--- config.mk ---
export PLATFORM = sky130hd
export DESIGN_NAME = morse_decoder_flat
export DESIGN_NICKNAME = d
export VERILOG_FILES = /design/src/rtl/morse_decoder_if.sv /design/src/rtl/morse_decoder.sv /design/src/flat_wrapper.sv
export SDC_FILE = /design/constraint.sdc
export NUM_CORES = 1
export LEC_CHECK = 0
export ABC_AREA = 1
export BUFFER_PORTS_ARGS = -buffer_cell sky130_fd_sc_hd__buf_2
export CELL_PAD_IN_SITES_DETAIL_PLACEMENT = 0
export CELL_PAD_IN_SITES_GLOBAL_PLACEMENT = 1
export CORE_ASPECT_RATIO = 1.2
export CORE_MARGIN = 2
export CORE_UTILIZATION = 44
export CTS_CLUSTER_DIAMETER = 120
export DETAILED_ROUTE_END_ITERATION = 10
export PLACE_DENSITY_LB_ADDON = 0.08
export SYNTH_ARGS = -nofsm -noshare
export SYNTH_HDL_FRONTEND = slang
export SYNTH_SLANG_ARGS = --single-unit
export TNS_END_PERCENT = 100
--- constraint.sdc ---
create_clock -name CLOCK_50 -period 1.86 [get_ports CLOCK_50]
set_input_delay 0 -clock CLOCK_50 [delete_from_list [all_inputs] [get_ports CLOCK_50]]
set_output_delay 0 -clock CLOCK_50 [all_outputs]
set_load 0.01 [all_outputs]
--- src/rtl/morse_decoder_if.sv ---
// Morse line in, decoded letter/status out; master drives the line, slave is the decoder.
interface morse_decoder_if;
  logic       morse_in;
  logic [2:0] letter;
  logic       valid;
  logic       err;
  logic [3:0] LEDR;

  modport master (output morse_in, input letter, valid, err, LEDR);
  modport slave  (input morse_in, output letter, valid, err, LEDR);
endinterface

--- src/rtl/morse_decoder.sv ---
// Morse decoder for letters A..H, runs timed in UNIT_CYC clocks; `define MORSE_DEC_ERR_EN drives err.
// valid lands 2*UNIT_CYC+3 clocks after the last mark falls; no backpressure, valid/err are 1-cycle pulses.
module morse_decoder #(
  parameter int unsigned UNIT_CYC = 33554432
) (
  input  logic           CLOCK_50,
  input  logic [1:0]     KEY,
  morse_decoder_if.slave bus
);

`ifdef MORSE_DEC_ERR_EN
  localparam bit ERR_EN = 1'b1;
`else
  localparam bit ERR_EN = 1'b0;
`endif

  localparam logic [27:0] HALF = 28'(UNIT_CYC / 2);
  localparam logic [27:0] TWO  = 28'(2 * UNIT_CYC);
  localparam logic [27:0] FOUR = 28'(4 * UNIT_CYC);

  typedef enum logic [1:0] {IDLE, MARK, SPACE, DRAIN} state_t;

  state_t      r_state, w_state_n;
  logic        r_s1, r_s, r_s_prev;
  logic [27:0] r_run;
  logic [3:0]  r_sym, w_sym_n;
  logic [2:0]  r_nsym, w_nsym_n;
  logic [2:0]  r_letter, w_dec_code;
  logic        r_valid, r_err, r_hold;
  logic        w_dec_vld, w_err_evt, w_dec_hit;

  // r_run is the length of the run that s had in the previous cycle
  always_ff @(posedge CLOCK_50) begin
    if (!KEY[0]) begin
      r_s1     <= 1'b0;
      r_s      <= 1'b0;
      r_s_prev <= 1'b0;
      r_run    <= '0;
    end else begin
      r_s1     <= bus.morse_in;
      r_s      <= r_s1;
      r_s_prev <= r_s;
      if (r_s != r_s_prev)
        r_run <= 28'd1;
      else if (r_run != '1)
        r_run <= r_run + 28'd1;
    end
  end

  always_comb begin
    w_dec_hit  = 1'b1;
    w_dec_code = 3'd0;
    case ({r_nsym, r_sym})
      {3'd2, 4'b0001}: w_dec_code = 3'd0;
      {3'd4, 4'b1000}: w_dec_code = 3'd1;
      {3'd4, 4'b1010}: w_dec_code = 3'd2;
      {3'd3, 4'b0100}: w_dec_code = 3'd3;
      {3'd1, 4'b0000}: w_dec_code = 3'd4;
      {3'd4, 4'b0010}: w_dec_code = 3'd5;
      {3'd3, 4'b0110}: w_dec_code = 3'd6;
      {3'd4, 4'b0000}: w_dec_code = 3'd7;
      default:         w_dec_hit  = 1'b0;
    endcase
  end

  always_comb begin
    w_state_n = r_state;
    w_sym_n   = r_sym;
    w_nsym_n  = r_nsym;
    w_dec_vld = 1'b0;
    w_err_evt = 1'b0;
    unique case (r_state)
      IDLE: if (r_s) w_state_n = MARK;
      MARK: if (!r_s) begin
        if (r_run < HALF) begin
          w_state_n = (r_nsym == 3'd0) ? IDLE : SPACE;
        end else if (r_run > FOUR || r_nsym == 3'd4) begin
          w_state_n = DRAIN;
          w_err_evt = 1'b1;
        end else begin
          w_sym_n   = {r_sym[2:0], (r_run >= TWO)};
          w_nsym_n  = r_nsym + 3'd1;
          w_state_n = SPACE;
        end
      end
      // the letter gap completing takes priority over a mark that starts right at its end
      SPACE: if (r_run == TWO) begin
        w_state_n = IDLE;
        w_dec_vld = w_dec_hit;
        w_err_evt = !w_dec_hit;
      end else if (r_s) begin
        w_state_n = MARK;
      end
      DRAIN: if (!r_s_prev && r_run >= TWO) w_state_n = IDLE;
      default: w_state_n = IDLE;
    endcase
    if (w_state_n == IDLE) begin
      w_sym_n  = '0;
      w_nsym_n = '0;
    end
  end

  always_ff @(posedge CLOCK_50) begin
    if (!KEY[0]) begin
      r_state  <= IDLE;
      r_sym    <= '0;
      r_nsym   <= '0;
      r_letter <= '0;
      r_valid  <= 1'b0;
      r_err    <= 1'b0;
      r_hold   <= 1'b0;
    end else begin
      r_state <= w_state_n;
      r_sym   <= w_sym_n;
      r_nsym  <= w_nsym_n;
      r_valid <= w_dec_vld;
      r_err   <= w_err_evt & ERR_EN;
      if (w_dec_vld)
        r_letter <= w_dec_code;
      if (w_dec_vld)
        r_hold <= 1'b1;
      else if (!KEY[1])
        r_hold <= 1'b0;
    end
  end

  assign bus.letter = r_letter;
  assign bus.valid  = r_valid;
  assign bus.err    = r_err;
  assign bus.LEDR   = {r_hold, r_letter};

endmodule

--- src/flat_wrapper.sv ---
// flat-port wrapper written by rule: the top's interface ports become plain ports
module morse_decoder_flat 
#(
  parameter int unsigned UNIT_CYC = 33554432
)
  (CLOCK_50, KEY, bus_morse_in, bus_letter, bus_valid, bus_err, bus_LEDR);
  morse_decoder_if bus_i ();
  input  logic CLOCK_50;
  input  logic [1:0] KEY;
  input wire logic [$bits(bus_i.morse_in)-1:0] bus_morse_in;
  output wire logic [$bits(bus_i.letter)-1:0] bus_letter;
  output wire logic [$bits(bus_i.valid)-1:0] bus_valid;
  output wire logic [$bits(bus_i.err)-1:0] bus_err;
  output wire logic [$bits(bus_i.LEDR)-1:0] bus_LEDR;
  assign bus_i.morse_in = bus_morse_in;
  assign bus_letter = bus_i.letter;
  assign bus_valid = bus_i.valid;
  assign bus_err = bus_i.err;
  assign bus_LEDR = bus_i.LEDR;
  morse_decoder #(.UNIT_CYC(UNIT_CYC)) u_core (.CLOCK_50(CLOCK_50), .KEY(KEY), .bus(bus_i));
endmodule
# == Word level (Yosys, flattened, before mapping) ==
# Cells that the tools add are included.
# totals
reg_bits,45
inputBits,4
output_inout_bits,9
word_cells,63
# classes
n_addsub,2
n_lt_le_gt_ge,3
n_eq_ne,16
muxes,16
bitwise_logic,4
reduce_logical,11
# ops
op,count
$add A28 B1 Y28 const B,1
$eq A28 B27 Y1 const B,1
$eq A7 B7 Y1 const B,4
$ge A28 B27 Y1 const B,1
$gt A28 B28 Y1 const B,1
$lt A28 B25 Y1 const B,1
$ne A28 B28 Y1 const B,1
$eq A7 B6 Y1 const B,3
$pmux W3 S7,1
$mux W2,6
$mux W1,8
$pmux W2 S4,1
$reduce_or A8 Y1,1
$eq A7 B5 Y1 const B,1
$eq A2 B2 Y1 const B,2
$logic_not A2 Y1,2
$not A1 Y1,4
$reduce_and A4 Y1,1
$reduce_or A2 Y1,2
$add A3 B1 Y3 const B,1
$eq A3 B3 Y1 const B,1
$logic_not A3 Y1,1
$eq A2 B1 Y1 const B,1
$ne A2 B1 Y1 const B,1
5 further kinds,5

# == Depth between registers and ports, before layout ==
# depth
ltp_word,8
mapped_depth,16

# == Least setup slack after synthesis ==
# Ideal clock, no wire load.
# synth_timing
path_type,reg2reg
start,register u_core.r_run[0]
end,register u_core.r_sym[0]
setup_time_ns,0.127
t_arrival_ns,1.501
t_required_ns,1.733
setup_slack_ns,0.231
stages_incl_launch_ff,17
path_buffers,1
cell_sequence,dfxtp_1 inv_1 ha_1 nand2_1 nor2_1 nand2_1 nor2_1 nand2_1 nand2_1 nand2_2 inv_2 nand2_2 buf_6 nand2_1 o21ai_2 inv_1 a21oi_1
# synth_via
elab_chain_cells,8
# synth_lines
item,line,source
"start, declared",morse_decoder.sv:25,logic [27:0] r_run;
"start signal, assigned",morse_decoder.sv:46,r_run <= r_run + 28'd1;
$gt A28 B28 Y1,morse_decoder.sv:77,end else if (r_run > FOUR || r_nsym == 3'd4) begin
$logic_or A1 B1 Y1,morse_decoder.sv:77,
$mux W1,morse_decoder.sv:77,
$mux W2,morse_decoder.sv:75,if (r_run < HALF) begin
$mux W2,morse_decoder.sv:74,MARK: if (!r_s) begin
$pmux W2 S4,morse_decoder.sv:72,unique case (r_state)
$logic_not A2 Y1,morse_decoder.sv:97,if (w_state_n == IDLE) begin
$reduce_or A2 Y1 (no line),--,
"end signal, assigned",morse_decoder.sv:114,r_sym <= w_sym_n;
"end, declared",morse_decoder.sv:26,"logic [3:0] r_sym, w_sym_n;"
# Parallel ways exist; a longest one is shown, timed or not.
# A chain may end at the register's enable or synchronous reset.

# == Worst setup path after layout ==
# layout_timing
start,register u_core.r_run[9]
end,register u_core.r_run[20]
# layout_via
elab_chain_cells,1
# layout_lines
item,line
$add A28 B1 Y28 or $ne A28 B28 Y1 (tied branches),"morse_decoder.sv:46, morse_decoder.sv:45"
# Parallel ways exist; a longest one is shown, timed or not.

==> impl_metrics.yaml <==
placed_design:
  final_wtd_congestion: 0.887
  placement.cell_area_um2: 3040
  placed_cells_incl_taps: 534
  io_buffer_count: 11
  dp.final_hpwl_um: 5710
sta:
  final.setup.tns_ps: 0
  report.final.setup_viol: 0
  portion_of_the_clock_cycle_consumed_by_the_worst_path_in_the_final_layout_pct: 94.0
  rsz0062_at_grt: "yes"
  min_period_ps: 1750
  timing.final.hold_violations: 0
  achievable-frequency_mhz: 572
  finalMaxSlewViolations: 0
  final.setup_skew_ps: 14.5
worst_setup_path:
  minimum_setup_slack_among_reg_to_reg_paths_ps: 110
  worst_reg2reg_endpoint: "u_core.r_run[20]"
  timing.critical_path.required_ps: 2060
  crit_path_max_fanout: 6
  arrival_ps: 1950
  endpoint_kind: "register"
  worstReg2RegStart: "u_core.r_run[9]"
  timing.critical_path.slowest_stage_cell: "sky130_fd_sc_hd__dfxtp_1"
  crit_path_frequent_cell: "sky130_fd_sc_hd__nand2_1"
  cp_slowest_stage_delay_ps: 370
  worstRegToRegCells: 8
  critical_path.startpoint_type: "register"
  timing.critical_path.cells: "nand2_1 > nor2_1 > nand2_1 > nor4_1 > buf_4 > xor2_1 > o21ai_0 > inv_1"
  timing.setup.critical_path_class: "reg -> reg"
clock_network:
  tritoncts: "done"
  ctsLongestPathBuffers: 2
  clock_tree.htree_level_count: 2
  clk_pin_slew_worst_paths_ps: 100
  cts_root_buf: "sky130_fd_sc_hd__clkbuf_8"
  clock_latency_ps: 310
  cts_sinks: 45
  cts_inserted_buffers: 5
min_path:
  min_from: "u_core.r_s1"
  worstHoldPathCells: 2
  timing.hold.worst.class: "reg -> reg"
  hold-path-endpoint: "u_core.r_s"
floorplan:
  i_o_pin_total: 13
  floorplan.die.width_um: 77.0
  placement_rows: 31
  die_area_um2: 7050
  floorplan.core_area_um2: 6130
  initial_core_util_pct: 45.9
  chipHeight_um: 91.6
synth:
  synth_enable_flop_cells: 0
  synth_area_leaders: "sky130_fd_sc_hd__dfxtp_1, sky130_fd_sc_hd__nand2_1, sky130_fd_sc_hd__inv_1, sky130_fd_sc_hd__nor2_1, sky130_fd_sc_hd__nand4_1"
  synthCells: 432
  synth_cell_type_count: 34
  ys_seq_elements: 45
  synth-warning-count: 0
  synth_flop_cell: "sky130_fd_sc_hd__dfxtp_1"
  sequential_element_share_of_the_synthesized_area_pct: 32.0
  syn_area_um2: 2810
  yosysTopAreaCell: "sky130_fd_sc_hd__dfxtp_1"
  synth-async-reset-ratio_pct: 0
  synth_top_area_share_pct: 32.0
  synthesis.nets: 443
  synthesis.area_per_instance_um2: 6.51
power:
  pwr_density_cell_nw_per_um2: 534
  total_power_mw: 1.77
  vdd_ir_drop_max_mv: 0.281
  cellLeakagePower_nw: 1.60
cells_and_area:
  final_net_count: 478
  instances_no_fill: 550
  area_growth_syn_to_layout_pct: 17.9
  layout.cells.most_common: "sky130_fd_sc_hd__nand2_1"
  final_cell_mix: "sky130_fd_sc_hd__nand2_1, sky130_fd_sc_hd__inv_1, sky130_fd_sc_hd__nor2_1"
  fraction_of_the_core_area_covered_by_cells_at_the_end_of_the_flow_pct: 54.1
  design_area_um2: 3320
  num_antenna_cells: 0
  drive_above_1_share_pct: 20.7
route:
  post-route-drc-count: 0
  detail_route.vias_per_cell: 4.96
  wirelength_um: 7270
  routed_wire_length_per_instance_um: 13.2
  dr.pass1.iters: 4
  drt.antenna.violating_nets: 0
  vias: 2726
  initialDrtViolationCount: 164
global_routing:
  grt_pass1_vias: 2679
  grt_first_pass_wirelength_um: 12200
  grt_antenna_before_repair: 0
  grt_overflow: 0
  grt_max_degree: 20
  global_routing_usage_summed_across_all_routing_layers_pct: 21.6
job:
  timing.max_cap.violations: 0
outcome:
  outcome: "complete, no violations"
## synthesized netlist by cell type, drive strengths merged, types with 4 or more instances
cell type  instances
nor3              20
dfxtp             45
nand2            101
nand4             19
nand3             22
a31oi              7
buf                8
xnor2              4
inv               82
nor2              56
ha                 7
o21ai             24
a21oi             15
xor2              10
## repair_timing
action	in CTS	in global routing
hold buffers	4	0
endpoints found under the hold margin	4	0
resized for setup	0	33
setup buffers	0	3
endpoints found under the setup margin	0	40
## registers in the layout, summed over array words and instances, names as in the netlist
signal / flops
u_core.bus.letter: 3
u_core.r_s1: 1
u_core.r_hold: 1
u_core.bus.valid: 1
u_core.r_s: 1
u_core.r_state: 2
u_core.r_run: 28
u_core.r_s_prev: 1
u_core.r_nsym: 3
u_core.r_sym: 4
## cell type report
type | instances | area, um2
Fill cell | 676 | 2810
Multi-Input combinational cell | 294 | 1620
Sequential cell | 45 | 911
Inverter | 83 | 313
Timing Repair Buffer | 38 | 273
Tap cell | 82 | 103
Clock buffer | 7 | 96.3
Clock inverter | 1 | 5.00
## metrics by stage
step	setup WS, ps	hold slack, ps
6_report	112	418
5_1_grt	-29.3	438
4_1_cts	5.30	421
3_5_place_dp	15.0	188
3_3_place_gp	27.4	181
2_1_floorplan	231	97.6
## cell families after synthesis
logic type	after synthesis	share of synthesized area, %
AOI/OAI and AO/OA	50	10.3
xor gates and xnor gates	14	4.36
adders and majority gates	7	3.11
buffers and inverters	93	13.7
DFF	45	32.0
other	1	0.133
and+or+nand+nor	222	36.4
## power by group
group	internal [mW]	switching, mW
combinational	0.0418	0.0621
sequential	0.972	0.00702
clock	0.337	0.351
total	1.35	0.420
## metal layers
metal	global-route usage, %	wire length [um]	up-vias
met4	10.1	259	0
met3	3.28	250	18
met5	0	0	-
met1	24.8	2990	1216
met2	39.0	3780	60
li1	-	-	1432
## worst max-delay path, delay by kind of cell (launching register included)
| kind | cells | cell delay (ps) |
|---|---|---|
| buf+inv | 2 | 240 |
| flops | 1 | 370 |
| compound gates | 1 | 140 |
| simple gates | 4 | 810 |
| xor+xnor | 1 | 50 |
## worst max path at each step
stage,start,to,slack (ps),cells past startpoint
5_1_grt,u_core.r_run[1],u_core.r_run[1],-30,11
3_3_place_gp,u_core.r_nsym[0],u_core.bus.letter[2],30,11
3_5_place_dp,u_core.r_nsym[0],u_core.bus.letter[2],20,11
6_report,u_core.r_run[9],u_core.r_run[20],110,8
4_1_cts,u_core.r_nsym[0],u_core.bus.letter[2],5,11
2_1_floorplan,u_core.r_run[0],u_core.r_sym[0],230,16
Power figures use the tool's default switching activity.
